<file path="src/rtl/seg_scan_driver.sv">
// Four-digit active-low 7-segment scanner with staging/display banks and tear-free commit at frame boundary.
// Latency: an/seg/frame_start are registered, one cycle behind the internal slot/cnt; commit visible on next frame_start.
// Backpressure: none; staging writes and commit requests are always accepted. Optional blanking via SEG_SCAN_BLANK_EN.
module seg_scan_driver #(
   parameter int DIGIT_TICKS = 100000,
   parameter int BLANK_TICKS = 1000
) (
   input  logic       clk,
   input  logic       rst,
   input  logic       wr_en,
   input  logic [1:0] wr_digit,
   input  logic [7:0] wr_pattern,
   input  logic       commit,
   input  logic [3:0] digit_en,
   output logic       commit_pending,
   output logic       frame_start,
   output logic [3:0] an,
   output logic [7:0] seg
);

   localparam int               CNT_W     = $clog2(DIGIT_TICKS);
   localparam logic [CNT_W-1:0] CNT_LAST  = CNT_W'(DIGIT_TICKS - 1);
   localparam logic [CNT_W-1:0] BLANK_CNT = CNT_W'(BLANK_TICKS);
`ifdef SEG_SCAN_BLANK_EN
   localparam bit               BLANK_EN  = 1'b1;
`else
   localparam bit               BLANK_EN  = 1'b0;
`endif

   logic [CNT_W-1:0] cnt_q, cnt_d;
   logic [1:0]       slot_q, slot_d;
   logic [7:0]       stage_q [4];
   logic [7:0]       stage_d [4];
   logic [7:0]       disp_q  [4];
   logic [7:0]       disp_d  [4];
   logic             pend_q, pend_d;
   logic [3:0]       an_q, an_d;
   logic [7:0]       seg_q, seg_d;
   logic             fs_q, fs_d;

   logic             cnt_wrap;
   logic             frame_wrap;
   logic             do_copy;
   logic             blank;
   logic             drive;

   // Next-state for the scan counters, banks, commit flag and registered display outputs.
   always_comb begin
      cnt_wrap   = (cnt_q == CNT_LAST);
      frame_wrap = cnt_wrap && (slot_q == 2'd3);
      // A commit arriving on the boundary cycle itself is honoured immediately.
      do_copy    = frame_wrap && (pend_q || commit);

      cnt_d  = cnt_wrap ? '0 : cnt_q + 1'b1;
      slot_d = cnt_wrap ? slot_q + 2'd1 : slot_q;

      stage_d = stage_q;
      if (wr_en) begin
         stage_d[wr_digit] = wr_pattern;
      end

      // Copy reads the pre-write staging values, so a same-edge write waits for the next commit.
      disp_d = do_copy ? stage_q : disp_q;
      pend_d = do_copy ? 1'b0 : (pend_q | commit);

      blank = BLANK_EN && (cnt_q < BLANK_CNT);
      drive = digit_en[slot_q] && !blank;

      an_d  = 4'hF;
      seg_d = 8'hFF;
      if (drive) begin
         an_d  = ~(4'b0001 << slot_q);
         seg_d = disp_q[slot_q];
      end
      fs_d = (slot_q == 2'd0) && (cnt_q == '0);
   end

   // State and output registers with synchronous reset to a dark, idle display.
   always_ff @(posedge clk) begin
      if (rst) begin
         cnt_q  <= '0;
         slot_q <= 2'd0;
         for (int i = 0; i < 4; i++) begin
            stage_q[i] <= 8'hFF;
            disp_q[i]  <= 8'hFF;
         end
         pend_q <= 1'b0;
         an_q   <= 4'hF;
         seg_q  <= 8'hFF;
         fs_q   <= 1'b0;
      end else begin
         cnt_q   <= cnt_d;
         slot_q  <= slot_d;
         stage_q <= stage_d;
         disp_q  <= disp_d;
         pend_q  <= pend_d;
         an_q    <= an_d;
         seg_q   <= seg_d;
         fs_q    <= fs_d;
      end
   end

   assign commit_pending = pend_q;
   assign frame_start    = fs_q;
   assign an             = an_q;
   assign seg            = seg_q;

endmodule
</file>
<file path="config.mk">
export PLATFORM = sky130hd
export DESIGN_NAME = seg_scan_driver
export DESIGN_NICKNAME = d
export VERILOG_FILES = /design/src/rtl/seg_scan_driver.sv
export SDC_FILE = /design/constraint.sdc
export NUM_CORES = 1
export LEC_CHECK = 0
export CAP_MARGIN = 20
export CORE_ASPECT_RATIO = 0.6
export CORE_MARGIN = 3
export CORE_UTILIZATION = 62
export CTS_CLUSTER_DIAMETER = 100
export DETAILED_ROUTE_END_ITERATION = 10
export PLACE_DENSITY = 0.94
export SLEW_MARGIN = 20
export SYNTH_ARGS = -nofsm -noshare
export SYNTH_HDL_FRONTEND = slang
export SYNTH_SLANG_ARGS = --single-unit
</file>
<file path="constraint.sdc">
create_clock -name clk -period 3.3 [get_ports clk]
set_input_delay 0.495 -clock clk [delete_from_list [all_inputs] [get_ports clk]]
set_output_delay 0.495 -clock clk [all_outputs]
set_load 0.005 [all_outputs]
</file>
Word-level counts from Yosys, hierarchy flattened
Index checks and enable logic that the tools add are counted.
- register bits: 97
- output and inout bits: 14
- bits of input ports: 18
- logic and storage cells: 46
- mux-type cells: 8
- reduce and logical (&&, ||, !) cells: 10
- $add $sub $neg: 2
- eq/ne operators: 2
- $lt $le $gt $ge: 4
- bitwise operators: 5
- shift-type cells: 1
- operators by type and width (operator ; count):
    bitwise mux 32 bit ; 1
    two-way mux 8 bit ; 3
    adder 17 x 1 -> 17 bit, second input constant ; 1
    == test 17 bit, second input constant ; 1
    logical NOT 17 bit ; 1
    binary-select mux 8 bit (select 2 bit) ; 1
    demux 8 bit (select 2 bit) ; 1
    greater-or-equal comparator 3 bit, second input constant ; 2
    inverter 2 -> 3 bit ; 2
    OR reduction 2 bit ; 3
    logical AND 1 bit ; 4
    inverter 4 bit ; 1
    left shift 1 x 2 -> 4 bit, first input constant ; 1
    less-than comparator 2 x 3 -> 1 bit, second input constant ; 1
    less-than comparator 3 x 1 -> 1 bit, second input constant ; 1
    adder 2 x 1 -> 2 bit, second input constant ; 1
    binary-select mux 1 bit (select 2 bit) ; 1
    == test 2 bit, second input constant ; 1
    logical NOT 2 bit ; 1
    logical OR 1 bit ; 1
    two-way mux 1 bit ; 1
    inverter 1 bit ; 1
    OR 1 bit ; 1

Depth between registers and ports, before layout
Gate-level depths: netlist of run 1.
- word-level depth: 6
- depth in mapped cells: 6
- mapped depth without buffers: 5

Worst setup path after synthesis of run 1
No wires, ideal clock.
- path type: register to register
- start point: reg cnt_q[11]
- end point: reg disp_q[10] in the netlist's numbering
- setup slack: 1.295 ns
- buffers on the path: 2
- arrival: 1.885 ns
- setup time: 0.120 ns
- required time: 3.180 ns
- clock period less this slack: 2.005 ns
- stages on the path, launching flop included: 7
- cells stage by stage: dfxtp_1 > or4_1 > or2_1 > buf_6 > buf_6 > o31a_1 > a211o_1
- longest elaborated chain between the ends: 3
- RTL lines (item ; line ; source):
    start, declared ; 30 ; logic [CNT_W-1:0] cnt_q, cnt_d;
    start signal, assigned ; 92 ; cnt_q <= cnt_d;
    == test 17 bit ; 49 ; cnt_wrap = (cnt_q == CNT_LAST);
    logical AND 1 bit ; 50 ; frame_wrap = cnt_wrap && (slot_q == 2'd3);
    logical AND 1 bit ; 52 ; do_copy = frame_wrap && (pend_q || commit);
    end signal, assigned ; 95 ; disp_q <= disp_d;
    end, declared ; 34 ; logic [7:0] disp_q [4];
Every way passes these cells.
A chain may end at the register's enable or synchronous reset.

Worst setup path after layout of run 1
- start point: reg cnt_q[11]
- end point: reg disp_q[14] in the netlist's numbering
The elaborated chain is that of the path after synthesis.

==> results, run 1 <==
- The kind of end point of the critical path is a flip-flop.
- The data arrival time at the worst-slack endpoint is 2.67 ns.
- The worst min-delay path startpoint is stage_q[23].
- The share of the core filled with cells is 77.0%.
- In the synthesized netlist the dominant register cell turns out to be sky130_fd_sc_hd__dfxtp_1.
- The die height is 68.1 um.
- Of all flip-flops after synthesis, the portion carrying an async set or reset was 0%.
- The post-synthesis instance total is 410.
- The origin of the critical flop-to-flop path is cnt_q[11].
- The fraction of the yosys area taken by sequential cells is 48.7%.
- Setup violations remaining at the end of the flow were counted as 0.
- The initial antenna violation count is 0.
- The number of cells on the worst reg-to-reg path is 5.
- The count of port buffers added during placement is 31.
- The endpoint identified for the worst register-to-register timing path is disp_q[14].
- IR analysis of the VDD net gives a maximum drop of 0.000242 V.
- For the worst-skew pair, the clock arrives at the later sink with an insertion delay of 0.36 ns.
- Across every metal layer, demand over resource in global routing totals 27.0%.
- The setup TNS after final layout is 0 ns.
- The flow ran to the end, and the final reports show no timing, DRC or antenna violations.
- For the worst setup path, the data required time is 3.60 ns.
- The worst setup slack for register-to-register paths is 0.93 ns.
- The area of the core region is 5890 um^2.
- The count of non-filler cells in the finished layout is 514.
- The post-detailed-route count of antenna-violating nets is 0.
- In this run the tightest slew margin relative to its limit is 51.6%.
- Averaged over all synthesized cells, the footprint is 9.72 um^2.
- The library cell used as clock root buffer is sky130_fd_sc_hd__clkbuf_8.
- The critical path ends at disp_q[14].
- The footprint of the multi-input gates is 1840 um^2.
- The wire length of the first global-routing pass is 14,900 um.
- In this run the deepest clock path goes through 2 buffers.
- Subtracting the final worst setup slack from the clock period gives 2.37 ns.
- TritonCTS built the clock tree.
- Detailed routing inserted a total of 3,196 vias.
- After detailed routing, the number of vias per cell comes to 6.22.
- By count the netlist is led by sky130_fd_sc_hd__dfxtp_1 (97), sky130_fd_sc_hd__nand2_1 (67), sky130_fd_sc_hd__nand3_1 (33), sky130_fd_sc_hd__a211o_1 (32), sky130_fd_sc_hd__o31a_1 (32).
- The sequential cells in the finished layout cover a total of 1940 um^2.
- The clock tree skew after final layout is 0.0131 ns.
- The floorplan has 21 rows.
- The power per cell area is 482 nW/um^2.
- Setup repair after global routing left no endpoint under its margin.
- The sort of element at the start of the critical path is a flip-flop.
- By area the synthesized netlist is led by sky130_fd_sc_hd__dfxtp_1 (49%), sky130_fd_sc_hd__a211o_1 (7.0%), sky130_fd_sc_hd__o31a_1 (7.0%), sky130_fd_sc_hd__nand2_1 (6.3%), sky130_fd_sc_hd__mux4_2 (5.1%).
- After routing the design area is 4530 um^2.
- The largest area contributor in the netlist is sky130_fd_sc_hd__dfxtp_1.
- Global routing finished with a remaining overflow of 0.
- The worst setup path startpoint is cnt_q[11].
- The cts-stage hold buffer count is 0.
- The number of global-route vias before repair is 2,906.
- The fmax is 422 MHz.
- The worst path uses 71.8% of the clock period.
- The die width is 110 um.
- The number of setup buffers added after CTS is 0.
- The clock-pin transition on the worst setup and hold timing paths is 0.09 ns.
- The CTS buffer count is 9.
- The number of optimization iterations in the first detailed-route pass is 5.
- The clock tree synthesis step divided the H-tree into 3 levels.
- The filler cells instantiated in the layout total 407.
- The post-placement cell count is 498.
- The number of gates given a new drive strength after cts is 0.
- The number of different library cells used by synthesis comes to 38.
- The number of enable flip-flop cells after synthesis is 0.
- The tool flagged a number of max-cap violations equal to 0.
- The slew at the pin closest to its max-slew limit is 0.727 ns.
- The library cell with the highest instance count after synthesis is sky130_fd_sc_hd__dfxtp_1.
- The number of antenna diodes is 0.
- Synthesis produced a netlist with a net count of 434.
- Summing all placed instances gives a cell area of 4300 um^2.
- The number of primary I/O pins is 32.
- Routability-driven placement finished with a final weighted congestion of 0.899.
- The die covers 7460 um^2.
- The number of DRC markers after the initial detailed-route iteration is 333.
- The path type of the worst min-delay path is flip-flop to flip-flop.
- The number of max-slew violations in the final report came to 0.
- The total power after layout is 2180 uW.
- The CTS sink count is 97.
- By startpoint and endpoint, the worst setup path is classified as flip-flop to flip-flop.
- The number of warning messages in the yosys log is 0.
- At the end of the flow, the number of nets in the layout was 453.
- The ratio of cells with drive above 1 in the final layout is 8.53%.
- The routed design has 9350 um of wire.
- Along the worst path, the maximum fanout reaches 38.
- The leakage power is 0.00165 uW.
- The count of state elements after synthesis is 97.
- The top cell type's share of synthesized area is 48.7%.
- The wire length per cell after detailed routing is 18.2 um.
- In the routed design, unresolved DRC markers number 0.
- The HPWL after detailed placement is 6340 um.
- The initial core utilization is 67.7%.
- The area growth from synthesis to layout is 13.7%.
- The post-synthesis instance area is 3990 um^2.
- Entering global routing, the biggest net connects 39 pins.
- The final hold violation count is 0.
metal layers:
layer / GRT usage [%] / part of all wire (%) / vias up / wire, um
met1: 37.6 / 43 / 1499 / 4040
li1: - / - / 1493 / -
met5: 0 / 0 / - / 0
met3: 8.67 / 13 / 12 / 1250
met4: 5.60 / 0.75 / 0 / 70
met2: 41.4 / 43 / 192 / 3980
state kept, by name, summed over array words and instances (netlist names):
name,flops
an,4
cnt_q,17
seg,8
stage_q,32
commit_pending,1
frame_start,1
slot_q,2
disp_q,32
layout by cell type (no fill, tap or decap), types with 2 or more instances in the layout:
| master | Yosys | routed |
|---|---|---|
| sky130_fd_sc_hd__o31a_1 | 32 | 32 |
| sky130_fd_sc_hd__bufinv_16 | 0 | 2 |
| sky130_fd_sc_hd__inv_1 | 12 | 12 |
| sky130_fd_sc_hd__nand4_1 | 5 | 5 |
| sky130_fd_sc_hd__or2_2 | 2 | 3 |
| sky130_fd_sc_hd__nor2_1 | 20 | 20 |
| sky130_fd_sc_hd__clkbuf_8 | 0 | 10 |
| sky130_fd_sc_hd__and3_1 | 3 | 3 |
| sky130_fd_sc_hd__clkdlybuf4s50_1 | 0 | 31 |
| sky130_fd_sc_hd__nor4b_1 | 2 | 2 |
| sky130_fd_sc_hd__nor4_1 | 6 | 6 |
| sky130_fd_sc_hd__nand3b_1 | 2 | 2 |
| sky130_fd_sc_hd__nand3_1 | 33 | 33 |
| sky130_fd_sc_hd__buf_4 | 0 | 8 |
| sky130_fd_sc_hd__xor2_1 | 2 | 2 |
| sky130_fd_sc_hd__mux2i_1 | 8 | 8 |
| sky130_fd_sc_hd__a21oi_1 | 2 | 2 |
| sky130_fd_sc_hd__mux4_2 | 9 | 9 |
| sky130_fd_sc_hd__dfxtp_1 | 97 | 97 |
| sky130_fd_sc_hd__ha_1 | 6 | 6 |
| sky130_fd_sc_hd__nor3_1 | 6 | 6 |
| sky130_fd_sc_hd__o21ai_0 | 2 | 2 |
| sky130_fd_sc_hd__a211o_1 | 32 | 32 |
| sky130_fd_sc_hd__nand2_1 | 67 | 67 |
| sky130_fd_sc_hd__nand2b_1 | 7 | 7 |
| sky130_fd_sc_hd__xnor2_1 | 12 | 12 |
metrics by stage:
stage | hold WS, ns | setup slack, ns
3_3_place_gp | 0.452 | 0.893
4_1_cts | 0.476 | 0.963
5_1_grt | 0.490 | 0.821
6_report | 0.480 | 0.931
2_1_floorplan | 0.433 | 1.30
3_5_place_dp | 0.462 | 1.02
layout make-up:
type	instances	area share, %
clock buffers	10	3.04
clock inverters	6	1.99
inverters	13	1.08
multi-input cells	269	40.7
flip-flops and latches	97	42.9
well taps	80	2.21
repair buffers	39	8.17
worst min path at each step:
| stage | slack (ns) | depth (start not counted) | end |
|---|---|---|---|
| floorplan | 0.43 | 1 | frame_start |
| global placement | 0.45 | 1 | disp_q[5] |
| detailed placement | 0.46 | 1 | frame_start |
| CTS | 0.48 | 1 | frame_start |
| global route | 0.49 | 1 | frame_start |
| finish | 0.48 | 1 | disp_q[23] |
worst max-delay path, cell delays in order (launching register included):
cell and delay [ns]:
sky130_fd_sc_hd__dfxtp_1 0.35, sky130_fd_sc_hd__or4_1 0.56, sky130_fd_sc_hd__or2_2 0.59, sky130_fd_sc_hd__nor3_2 0.26
sky130_fd_sc_hd__buf_4 0.35, sky130_fd_sc_hd__a211o_1 0.19
cells by family after synthesis:
logic type	Yosys count	share of synthesized area, %
AO/OA/AOI/OAI	71	15.1
adder cells (fa/ha/maj)	6	1.88
flip-flops	97	48.7
AND/OR/NAND/NOR	161	19.1
buffers and inverters	44	5.05
multiplexers	17	7.10
XOR/XNOR	14	3.08
power breakdown:
group	leakage (uW)	internal, uW	switching (uW)
Combinational	0.000746	50.6	59.1
Sequential	0.000789	1190	24.0
Clock	0.000113	450	407
(Power assumes the default switching activity.)
==> run 2, diff against run 1 <==
--- a/config.mk
+++ b/config.mk
@@ -8,10 +8,10 @@
 export CAP_MARGIN = 20
 export CORE_ASPECT_RATIO = 0.6
 export CORE_MARGIN = 3
-export CORE_UTILIZATION = 62
+export CORE_UTILIZATION = 57
 export CTS_CLUSTER_DIAMETER = 100
 export DETAILED_ROUTE_END_ITERATION = 10
-export PLACE_DENSITY = 0.94
+export PLACE_DENSITY = 0.88
 export SLEW_MARGIN = 20
 export SYNTH_ARGS = -nofsm -noshare
 export SYNTH_HDL_FRONTEND = slang
==> constraint.sdc (replaced) <==
create_clock -name clk -period 2.4 [get_ports clk]
set_input_delay 0.36 -clock clk [delete_from_list [all_inputs] [get_ports clk]]
set_output_delay 0.36 -clock clk [all_outputs]
set_load 0.005 [all_outputs]
==> results, run 2 (same netlist as run 1, synthesis figures left out) <==
- The leakage power is 0.00169 uW (+2.3%).
- The worst setup path is captured at a flip-flop.
- The path type of the worst min-delay path is flip-flop to flip-flop.
- The met1 demand-to-capacity share in global routing is 36.0% (-1.6 points).
- The placer congestion estimate is 0.885 (-1.5%).
- The final wirelength is 8830 um (-5.6%).
- The number of gates given a new drive strength after cts was 0 (unchanged).
- The number of buffers between clock root and the deepest sink came to 2 (unchanged).
- The depth of the CTS H-tree is 3 (unchanged).
- The number of max-slew violations in the final report is 0 (unchanged).
- The met2 usage in global routing is 28.6% (-13 points).
- The placement-stage cell area is 4330 um^2 (+0.64%).
- The setup TNS after final layout is 0 ns (unchanged).
- The post-route DRC violation count came to 0 (unchanged).
- The number of cells traversed by the worst register-to-register path is 6 (+1).
- The period utilization came to 88.6% (+17 points).
- The area of all placed cells without fillers came to 4630 um^2 (+2.1%).
- The clock tree skew after final layout is 0.00655 ns (-0.00658 ns).
- The worst hold path terminates at frame_start.
- The top cell types in the final layout, fill and taps aside, are sky130_fd_sc_hd__dfxtp_1 (97), sky130_fd_sc_hd__nand2_1 (67), sky130_fd_sc_hd__nand3_1 (33).
- The global-route congestion overflow total is 0 (unchanged).
- The insertion delay of the later-clocked pin in the worst-skew pair was 0.34 ns (-0.02 ns).
- The total number of placement rows is 22 (+4.8%).
- The worst vdd rail ir drop is 0.000698 V (+190%).
- The combined global-route utilization of all metal layers is 22.8% (-4.2 points).
- The number of global-route vias before repair came to 2,732 (-6.0%).
- The ratio of cells with drive above 1 in the final layout is 8.92% (+0.40 points).
- The wire length of the first global-routing pass is 14,200 um (-4.9%).
- The filler cell count is 475 (+17%).
- The flow ran to the end, and the final reports show no timing, DRC or antenna violations.
- The die height is 70.8 um (+3.9%).
- The number of DRC markers after the initial detailed-route iteration is 238 (-29%).
- The count of non-filler cells in the finished layout is 521 (+1.4%).
- The CTS sink count is 97 (unchanged).
- Setup repair after global routing left no endpoint under its margin.
- The worst min-delay path startpoint is cnt_q[16].
- The data required time at the worst endpoint was 2.69 ns (-0.91 ns).
- Clock tree synthesis selected as its root buffer the cell sky130_fd_sc_hd__clkbuf_16.
- The largest net degree at the start of global routing is 39 (unchanged).
- The largest fanout on the critical path is 38 (unchanged).
- The worst register-to-register path begins at cnt_q[11].
- The number of antenna diodes is 0 (unchanged).
- The initial core utilization was 61.9% (-5.8 points).
- The worst setup slack for register-to-register paths is 0.27 ns (-0.66 ns).
- The number of primary I/O pins is 32 (unchanged).
- The average via count per standard cell was 6.02 (-3.2%).
- The data arrival time at the worst-slack endpoint is 2.41 ns (-0.26 ns).
- The post-placement cell count is 505 (+1.4%).
- Leaving out fill and tap cells, the most frequent cell in the layout is sky130_fd_sc_hd__dfxtp_1.
- The number of cells traversed by the worst hold path is 1 (unchanged).
- The global routing usage on met3 is 8.97% (+0.30 points).
- The worst setup slack after placement was 0.310 ns (-0.714 ns).
- The final hold violation count is 0 (unchanged).
- The worst setup path is launched from a flip-flop.
- The initial antenna violation count came to 0 (unchanged).
- The detailed placement HPWL is 6140 um (-3.1%).
- The endpoint identified for the worst register-to-register timing path is disp_q[4].
- The post-detailed-route count of antenna-violating nets came to 0 (unchanged).
- The area added between synthesis and finish is 16.1%.
- The worst max-slew margin expressed relative to the limit is 55.0% (+3.4 points).
- The final count of negative-setup-slack endpoints is 0 (unchanged).
- The wire length per cell after detailed routing is 16.9 um (-6.8%).
- The number of nets in the layout is 456 (+0.66%).
- The clock-pin transition on the worst setup and hold timing paths is 0.07 ns (-0.02 ns).
- The area of the core region came to 6440 um^2 (+9.4%).
- The power per cell area is 700 nW/um^2 (+45%).
- The slew at the pin closest to its max-slew limit is 0.669 ns (-0.0573 ns).
- The largest registers in the layout are disp_q (32), stage_q (32), cnt_q (17).
- The overall via count from detail_route is 3,135 (-1.9%).
- The area of the die is 8060 um^2 (+8.1%).
- The smallest setup slack after layout came to 0.275 ns (-0.656 ns).
- The number of optimization iterations in the first detailed-route pass came to 5 (unchanged).
- The number of max-cap violations is 0 (unchanged).
- The final period demand of the worst path is 2.13 ns (-0.244 ns).
- The setup path with the least slack is of type flip-flop to flip-flop.
- The TritonCTS clock tree is done.
- The buffers inserted during post-CTS setup optimization is 0 (unchanged).
- The CTS buffer count is 9 (unchanged).
- The count of port buffers added during placement is 31 (unchanged).
- The cts-stage hold buffer count is 0 (unchanged).
- The layer flagged by global routing as most heavily used is met1.
- The die width is 114 um (+4.1%).
- The fmax is 471 MHz (+11%).
==> run 2: changes by cell type in the layout (fill, tap and decap cells not counted), sizes merged <==
cell	previous run	this run
buf	8	11
clkinvlp	1	3
bufinv	2	1
clkbuf	10	9
clkinv	3	4
inv	13	12
==> run 2: area by class of cell <==
cell class                      count  area [um^2]  share of cell area [%]
Multi-Input combinational cell    269         1840                    39.8
Inverter                           13         48.8                    1.05
Timing Repair Buffer               42          393                    8.49
Tap cell                           84          105                    2.27
Sequential cell                    97         1940                    42.0
Clock inverter                      7         71.3                    1.54
Clock buffer                        9          225                    4.87
==> run 2: where the power goes <==
part,leakage [uW],internal [uW],switching (uW)
sequential,0.000789,1640,33.0
combinational,0.000760,69.5,81.2
clock,0.000137,805,607
==> run 2: routing by layer <==
layer / wire length, um / vias up / part of all wire (%)
li1: - / 1500 / -
met1: 4310 / 1474 / 49
met3: 1110 / 8 / 13
met2: 3330 / 153 / 38
met4: 71 / 0 / 0.80
met5: 0 / - / 0
==> run 2: worst max path at each step <==
stage | slack [ns] | from | endpoint
floorplan | 0.40 | cnt_q[11] | disp_q[10]
global placement | 0.33 | cnt_q[11] | disp_q[3]
detailed placement | 0.31 | cnt_q[11] | disp_q[19]
CTS | 0.29 | cnt_q[11] | disp_q[4]
global route | 0.17 | cnt_q[11] | disp_q[29]
finish | 0.27 | cnt_q[11] | disp_q[4]
==> run 2: critical path, cell delays in order (launching register included) <==
cell and delay, ns:
sky130_fd_sc_hd__dfxtp_1 0.34, sky130_fd_sc_hd__or4_1 0.54, sky130_fd_sc_hd__or2_1 0.24, sky130_fd_sc_hd__buf_4 0.25, sky130_fd_sc_hd__nor3_2 0.18, sky130_fd_sc_hd__buf_4 0.33
sky130_fd_sc_hd__a211o_1 0.18
==> run 2: through the flow <==
| step | hold slack (ns) | power, uW | utilization, % |
|---|---|---|---|
| floorplan | 0.433 | 1780 | - |
| global placement | 0.454 | 1850 | 67.2 |
| detailed placement | 0.463 | 1860 | 67.2 |
| CTS | 0.476 | 3260 | 71.8 |
| global route | 0.501 | 3350 | 71.8 |
| finish | 0.472 | 3240 | 71.8 |
